<file path="src/rtl/pipe_ctrl_pkg.sv">
// Shared types and constants for the pipeline hazard controller.
package pipe_ctrl_pkg;

    typedef enum logic {
        RUN      = 1'b0,
        MEM_WAIT = 1'b1
    } ctrlState_e;

    localparam logic [1:0] FWD_RF    = 2'd0;
    localparam logic [1:0] FWD_EXMEM = 2'd1;
    localparam logic [1:0] FWD_MEMWB = 2'd2;

    // The younger result in EX/MEM shadows an older one in MEM/WB.
    function automatic logic [1:0] fwdSelect(input logic memHit, input logic wbHit);
        if (memHit) begin
            return FWD_EXMEM;
        end
        if (wbHit) begin
            return FWD_MEMWB;
        end
        return FWD_RF;
    endfunction

endpackage

</file>
<file path="src/rtl/pipe_hazard_ctrl_sat_counter.sv">
// Saturating up-counter with synchronous clear; clear wins over increment.
module sat_counter #(
    parameter int W = 16
) (
    input  logic         clk,
    input  logic         rst,
    input  logic         clr,
    input  logic         inc,
    output logic [W-1:0] q
);

    always_ff @(posedge clk or negedge rst) begin
        if (!rst) begin
            q <= '0;
        end else if (clr) begin
            q <= '0;
        end else if (inc && (q != {W{1'b1}})) begin
            q <= q + W'(1);
        end
    end

endmodule

</file>
<file path="src/rtl/pipe_hazard_ctrl.sv">
// Hazard controller for the 5-stage pipeline: forwarding selects, load-use
// bubbles, multi-cycle memory freeze, taken-branch flush and perf counters.
module pipe_hazard_ctrl
    import pipe_ctrl_pkg::*;
#(
    parameter int REG_AW      = 3,
    parameter int FLUSH_DEPTH = 1,
    parameter int MEM_LAT     = 1,
    parameter int CNT_W       = 16
) (
    input  logic                   clk,
    input  logic                   rst,
    input  logic [REG_AW-1:0]      id_r1_addr,
    input  logic [REG_AW-1:0]      id_r2_addr,
    input  logic                   id_r1_used,
    input  logic                   id_r2_used,
    input  logic [REG_AW-1:0]      ex_r1_addr,
    input  logic [REG_AW-1:0]      ex_r2_addr,
    input  logic [REG_AW-1:0]      ex_dest,
    input  logic                   ex_reg_write,
    input  logic                   ex_is_load,
    input  logic [REG_AW-1:0]      mem_dest,
    input  logic                   mem_reg_write,
    input  logic                   mem_access,
    input  logic [REG_AW-1:0]      wb_dest,
    input  logic                   wb_reg_write,
    input  logic                   branch_taken,
    input  logic                   perf_clr,
    output logic                   pc_en,
    output logic                   if_id_en,
    output logic                   id_ex_en,
    output logic                   ex_mem_en,
    output logic                   id_ex_bubble,
    output logic                   mem_wb_bubble,
    output logic [FLUSH_DEPTH-1:0] flush_mask,
    output logic [1:0]             fwd_a_sel,
    output logic [1:0]             fwd_b_sel,
    output logic [CNT_W-1:0]       stall_cycles,
    output logic [CNT_W-1:0]       flush_events
);

    // A 1-bit counter is kept even when MEM_LAT is 1 or 2 so the width is never zero.
    localparam int WCNT_W = (MEM_LAT > 2) ? $clog2(MEM_LAT) : 1;
    localparam logic [WCNT_W-1:0] WCNT_LOAD = (MEM_LAT > 1) ? WCNT_W'(MEM_LAT - 2) : '0;
    localparam bit USE_FREEZE = (MEM_LAT > 1);

    ctrlState_e        state;
    ctrlState_e        stateNext;
    logic [WCNT_W-1:0] wcnt;
    logic [WCNT_W-1:0] wcntNext;
    logic              freeze;
    logic              loadUse;
    logic              branchFlush;
    logic              inReset;
    logic              idSrc1Hit;
    logic              idSrc2Hit;

    assign inReset = !rst;

    always_ff @(posedge clk or negedge rst) begin
        if (!rst) begin
            state <= RUN;
            wcnt  <= '0;
        end else begin
            state <= stateNext;
            wcnt  <= wcntNext;
        end
    end

    // The access cycle itself freezes, then MEM_LAT-2 more; the release cycle ignores mem_access.
    always_comb begin
        stateNext = state;
        wcntNext  = wcnt;
        freeze    = 1'b0;
        case (state)
            RUN: begin
                if (mem_access && USE_FREEZE) begin
                    freeze    = 1'b1;
                    stateNext = MEM_WAIT;
                    wcntNext  = WCNT_LOAD;
                end
            end
            MEM_WAIT: begin
                if (wcnt != '0) begin
                    freeze   = 1'b1;
                    wcntNext = wcnt - WCNT_W'(1);
                end else begin
                    stateNext = RUN;
                end
            end
            default: begin
                stateNext = RUN;
            end
        endcase
    end

    assign idSrc1Hit = id_r1_used && (id_r1_addr == ex_dest);
    assign idSrc2Hit = id_r2_used && (id_r2_addr == ex_dest);

    // Priority is freeze, then load-use, then branch; outputs sit at idle while in reset.
    always_comb begin
        loadUse       = 1'b0;
        branchFlush   = 1'b0;
        pc_en         = 1'b1;
        if_id_en      = 1'b1;
        id_ex_en      = 1'b1;
        ex_mem_en     = 1'b1;
        id_ex_bubble  = 1'b0;
        mem_wb_bubble = 1'b0;
        if (!inReset) begin
            loadUse     = !freeze && ex_is_load && ex_reg_write && (idSrc1Hit || idSrc2Hit);
            branchFlush = branch_taken && !freeze && !loadUse;
            if (freeze) begin
                pc_en         = 1'b0;
                if_id_en      = 1'b0;
                id_ex_en      = 1'b0;
                ex_mem_en     = 1'b0;
                mem_wb_bubble = 1'b1;
            end else if (loadUse) begin
                pc_en        = 1'b0;
                if_id_en     = 1'b0;
                id_ex_bubble = 1'b1;
            end
        end
    end

    assign flush_mask = {FLUSH_DEPTH{branchFlush}};

    always_comb begin
        fwd_a_sel = FWD_RF;
        fwd_b_sel = FWD_RF;
        if (!inReset) begin
            fwd_a_sel = fwdSelect(mem_reg_write && (mem_dest == ex_r1_addr),
                                  wb_reg_write && (wb_dest == ex_r1_addr));
            fwd_b_sel = fwdSelect(mem_reg_write && (mem_dest == ex_r2_addr),
                                  wb_reg_write && (wb_dest == ex_r2_addr));
        end
    end

    sat_counter #(.W(CNT_W)) uStallCnt (
        .clk (clk),
        .rst (rst),
        .clr (perf_clr),
        .inc (freeze || loadUse),
        .q   (stall_cycles)
    );

    sat_counter #(.W(CNT_W)) uFlushCnt (
        .clk (clk),
        .rst (rst),
        .clr (perf_clr),
        .inc (branchFlush),
        .q   (flush_events)
    );

endmodule

</file>
<file path="config.mk">
export PLATFORM = sky130hd
export DESIGN_NAME = pipe_hazard_ctrl
export DESIGN_NICKNAME = d
export VERILOG_FILES = /design/src/rtl/pipe_ctrl_pkg.sv /design/src/rtl/pipe_hazard_ctrl_sat_counter.sv /design/src/rtl/pipe_hazard_ctrl.sv
export SDC_FILE = /design/constraint.sdc
export NUM_CORES = 1
export LEC_CHECK = 0
export ABC_AREA = 0
export CELL_PAD_IN_SITES_DETAIL_PLACEMENT = 1
export CELL_PAD_IN_SITES_GLOBAL_PLACEMENT = 2
export CORE_MARGIN = 8
export CORE_UTILIZATION = 26
export CTS_CLUSTER_DIAMETER = 100
export DETAILED_ROUTE_END_ITERATION = 8
export PLACE_DENSITY_LB_ADDON = 0.1
export SLEW_MARGIN = 10
export SYNTH_ARGS = -nofsm -noshare
export SYNTH_HDL_FRONTEND = slang
export SYNTH_SLANG_ARGS = --single-unit
</file>
<file path="constraint.sdc">
create_clock -name clk -period 2.8 [get_ports clk]
set_input_delay 0.7 -clock clk [delete_from_list [all_inputs] [get_ports clk]]
set_output_delay 0.7 -clock clk [all_outputs]
set_load 0.1 [all_outputs]
</file>
==> reports/qor.tcl <==
set qor(cts.htree.levels) 2
set qor(drt_pass1_iterations) 4
set qor(peakVddDrop_v) 0.000142
set qor(die_area_um2) 11500
set qor(use_met1_pct) 15.4
set qor(postRouteWirelength_um) 6950
set qor(setup_ws_ns) 0.0359
set qor(floorplan.rows) 33
set qor(path_class) {in2out}
set qor(dp_cells) 416
set qor(flow.area_growth_from_synthesis_pct) 46.9
set qor(maxSlewHeadroom_pct) 57.6
set qor(area_of_all_sequential_standard_cells_um2) 801
set qor(finalSetupViolations) 0
set qor(postSynth.asyncResetShare_pct) 100
set qor(layout.cells.non_filler) 428
set qor(io_buffer_count) 70
set qor(drive_gt1_share_pct) 26.9
set qor(vias_per_cell) 5.22
set qor(worst_hold_path_type) {in2async}
set qor(post-route-min-period_ns) 2.76
set qor(start_util_pct) 26.6
set qor(postSynthRegisterBits) 32
set qor(antenna_cells) 0
set qor(routabilityCongestion) 0.690
set qor(max_freq_mhz) 362
set qor(synth_top_area_cell) {sky130_fd_sc_hd__dfrtp_1}
set qor(worst_skew_pair.late_latency_ns) 0.29
set qor(drc_errors) 0
set qor(groute.layer.met2.usage_pct) 21.1
set qor(endpoint_kind) {primary output}
set qor(p_leak_nw) 1.30
set qor(vias) 2236
set qor(ys_top_cells_by_area) {sky130_fd_sc_hd__dfrtp_1, sky130_fd_sc_hd__or4_1, sky130_fd_sc_hd__o31ai_1}
set qor(final-hold-violation-count) 0
set qor(clkTransAtPathRegs_ns) 0.08
set qor(grt_setup_unrepaired) {true}
set qor(hpwlAfterDp_um) 5420
set qor(final_net_count) 356
set qor(synthesis.instances) 239
set qor(groute.usage.overall_pct) 12.5
set qor(synth-main-ff-cell) {sky130_fd_sc_hd__dfrtp_1}
set qor(ys.warnings.count) 0
set qor(first_iter_violations) 36
set qor(max_cap_viol) 0
set qor(drt-wirelength-per-cell_um) 16.2
set qor(cts.root.buffer_cell) {sky130_fd_sc_hd__clkbuf_8}
set qor(cts_hold_buf) 0
set qor(clockBufferDepth) 2
set qor(outcome) {finished clean}
set qor(power_density_nw_per_um2) 327
set qor(place_ws_ns) -0.0828
set qor(tritoncts) {yes}
set qor(finalCritPeriodShare_pct) 98.7
set qor(grt_max_degree) 29
set qor(n_fill_cell) 948
set qor(ys_seq_area_share_pct) 37.0
set qor(number_of_top_level_pins) 75
set qor(clock_sinks) 32
set qor(grt_pass1_wl_um) 11800
set qor(cts_buffers) 5
set qor(tightestPinTransition_ns) 0.631
set qor(totalPowerFinal_mw) 1.04
set qor(placeableCoreArea_um2) 8130
set qor(synth.cell_area_um2) 2170
set qor(yosysUniqueCellTypes) 42
set qor(synth.most_common_cell) {sky130_fd_sc_hd__dfrtp_1}
set qor(die-height_um) 107
set qor(grt_most_used_layer) {met2}
set qor(yosys-top-cells-count) {sky130_fd_sc_hd__dfrtp_1, sky130_fd_sc_hd__a21oi_1, sky130_fd_sc_hd__or4_1}
set qor(grt_antenna_before_repair) 0
set qor(final.hold.worst_slack_ns) 0.235
set qor(antenna_left) 0
set qor(mean_instance_size_in_the_synthesized_netlist_um2) 9.07
set qor(grt_pass1_vias) 2339
set qor(synth_top_area_share_pct) 37.0
set qor(post-route-util_pct) 39.1
set qor(final_max_slew_viol_count) 0
set qor(grtUsageMet3_pct) 3.59
set qor(gr-total-overflow) 0
set qor(worst_ep_required_time_ns) 2.10
set qor(synth-edff-count) 0
set qor(die_x_um) 107
set qor(cp_max_fo) 6
set qor(multiInputGateArea_um2) 1280
set qor(worst_ep_arrival_time_ns) 2.06
set qor(clock-skew-final_ns) 0.0117
set qor(setup.worst_path.start_class) {input port}
==> cell families after synthesis <==
kind of cell    count (synthesis)  share of synthesized area, %
other cells                     2                         0.347
flops                          32                          37.0
buf+inv                        22                          5.37
simple gates                   97                          27.9
xor+xnor                       18                          7.27
fa+ha+maj                       2                          1.15
compound gates                 62                          18.7
mux                             4                          2.25
==> area by class of cell <==
type	instances	share of cell area, %
clock buffer	5	2.16
clock inverter	3	0.747
inverter	6	0.825
multi-input combinational	186	40.2
sequential	32	25.1
tap	105	4.13
timing repair buffer	91	26.8
==> worst max-delay path, cell delays in order <==
cell and delay (ns):
sky130_fd_sc_hd__clkdlybuf4s50_1 0.44, sky130_fd_sc_hd__xnor2_2 0.15, sky130_fd_sc_hd__and4_1 0.18, sky130_fd_sc_hd__o21ai_2 0.15, sky130_fd_sc_hd__buf_6 0.16, sky130_fd_sc_hd__clkinvlp_4 0.11, sky130_fd_sc_hd__buf_12 0.17
==> where the power goes <==
group	internal (mW)	switching [mW]	total [mW]
logic	0.0821	0.123	0.205
clock network	0.176	0.194	0.370
registers	0.463	0.00276	0.466
total	0.722	0.320	1.04
==> routing by layer <==
| metal | vias to the layer above | part of all wire [%] | wire length, um |
|---|---|---|---|
| met5 | - | 0 | 0 |
| met4 | 0 | 0.52 | 36 |
| met3 | 2 | 4.4 | 309 |
| met2 | 48 | 50 | 3470 |
| met1 | 1113 | 45 | 3140 |
| li1 | 1073 | - | - |
==> metrics by stage <==
step | area, um2 | TNS, ns
final | 3180 | 0
after global routing | 3180 | -0.0741
after CTS | 3160 | -0.00320
after detailed placement | 3050 | -0.234
after global placement | 3050 | -0.167
after floorplan | 2200 | 0
==> flip-flops by register name (all words and copies together) (netlist names) <==
signal	cells
uFlushCnt.q	16
uStallCnt.q	16
==> cell usage in the layout, fill, tap and decap left out, types with 2 or more instances in the layout <==
cell	Yosys	layout
sky130_fd_sc_hd__nand3b_1	2	2
sky130_fd_sc_hd__or4_1	18	18
sky130_fd_sc_hd__o31ai_1	17	17
sky130_fd_sc_hd__a31oi_2	0	2
sky130_fd_sc_hd__nand4_1	11	11
sky130_fd_sc_hd__ha_1	2	2
sky130_fd_sc_hd__dfrtp_1	32	32
sky130_fd_sc_hd__and4_1	5	5
sky130_fd_sc_hd__conb_1	2	3
sky130_fd_sc_hd__buf_12	0	8
sky130_fd_sc_hd__o311ai_0	2	2
sky130_fd_sc_hd__clkinvlp_4	0	3
sky130_fd_sc_hd__a21oi_1	24	24
sky130_fd_sc_hd__and3_1	3	3
sky130_fd_sc_hd__nand2_1	14	14
sky130_fd_sc_hd__xor2_1	8	8
sky130_fd_sc_hd__nor3_1	3	3
sky130_fd_sc_hd__clkbuf_8	0	5
sky130_fd_sc_hd__nor2b_1	4	4
sky130_fd_sc_hd__o41ai_1	2	2
sky130_fd_sc_hd__nand3_1	11	11
sky130_fd_sc_hd__o21ai_1	4	2
sky130_fd_sc_hd__o211a_1	2	2
sky130_fd_sc_hd__inv_1	6	4
sky130_fd_sc_hd__buf_4	4	52
sky130_fd_sc_hd__mux2_2	3	3
sky130_fd_sc_hd__o21ai_2	0	2
sky130_fd_sc_hd__o21ai_0	6	6
sky130_fd_sc_hd__or3_1	6	6
sky130_fd_sc_hd__clkdlybuf4s50_1	0	25
sky130_fd_sc_hd__nor2_1	12	12
sky130_fd_sc_hd__xnor2_1	10	9
sky130_fd_sc_hd__dlygate4sd2_1	0	4
==> what timing repair did <==
| action | in CTS | in global routing |
|---|---|---|
| endpoints found under the hold margin | 0 | 0 |
| cloned | 0 | 0 |
| pin swaps | 3 | 1 |
| gates resized for setup | 7 | 2 |
| endpoints found under the setup margin | 2 | 3 |
| setup buffers | 2 | 2 |
==> final timing paths <==
path,start,end,slack [ns],cells after the start
min in group clk,uStallCnt.q[4],uStallCnt.q[4],0.56,1
hold reg to reg,uStallCnt.q[4],uStallCnt.q[4],0.56,1
max in group asynchronous,rst,uFlushCnt.q[7],1.87,3
hold / removal,rst,uStallCnt.q[15],0.24,1
setup reg to reg,uFlushCnt.q[0],uFlushCnt.q[3],0.59,7
setup / recovery,id_r2_addr[2],id_ex_bubble,0.04,7
(Power assumes the default switching activity.)
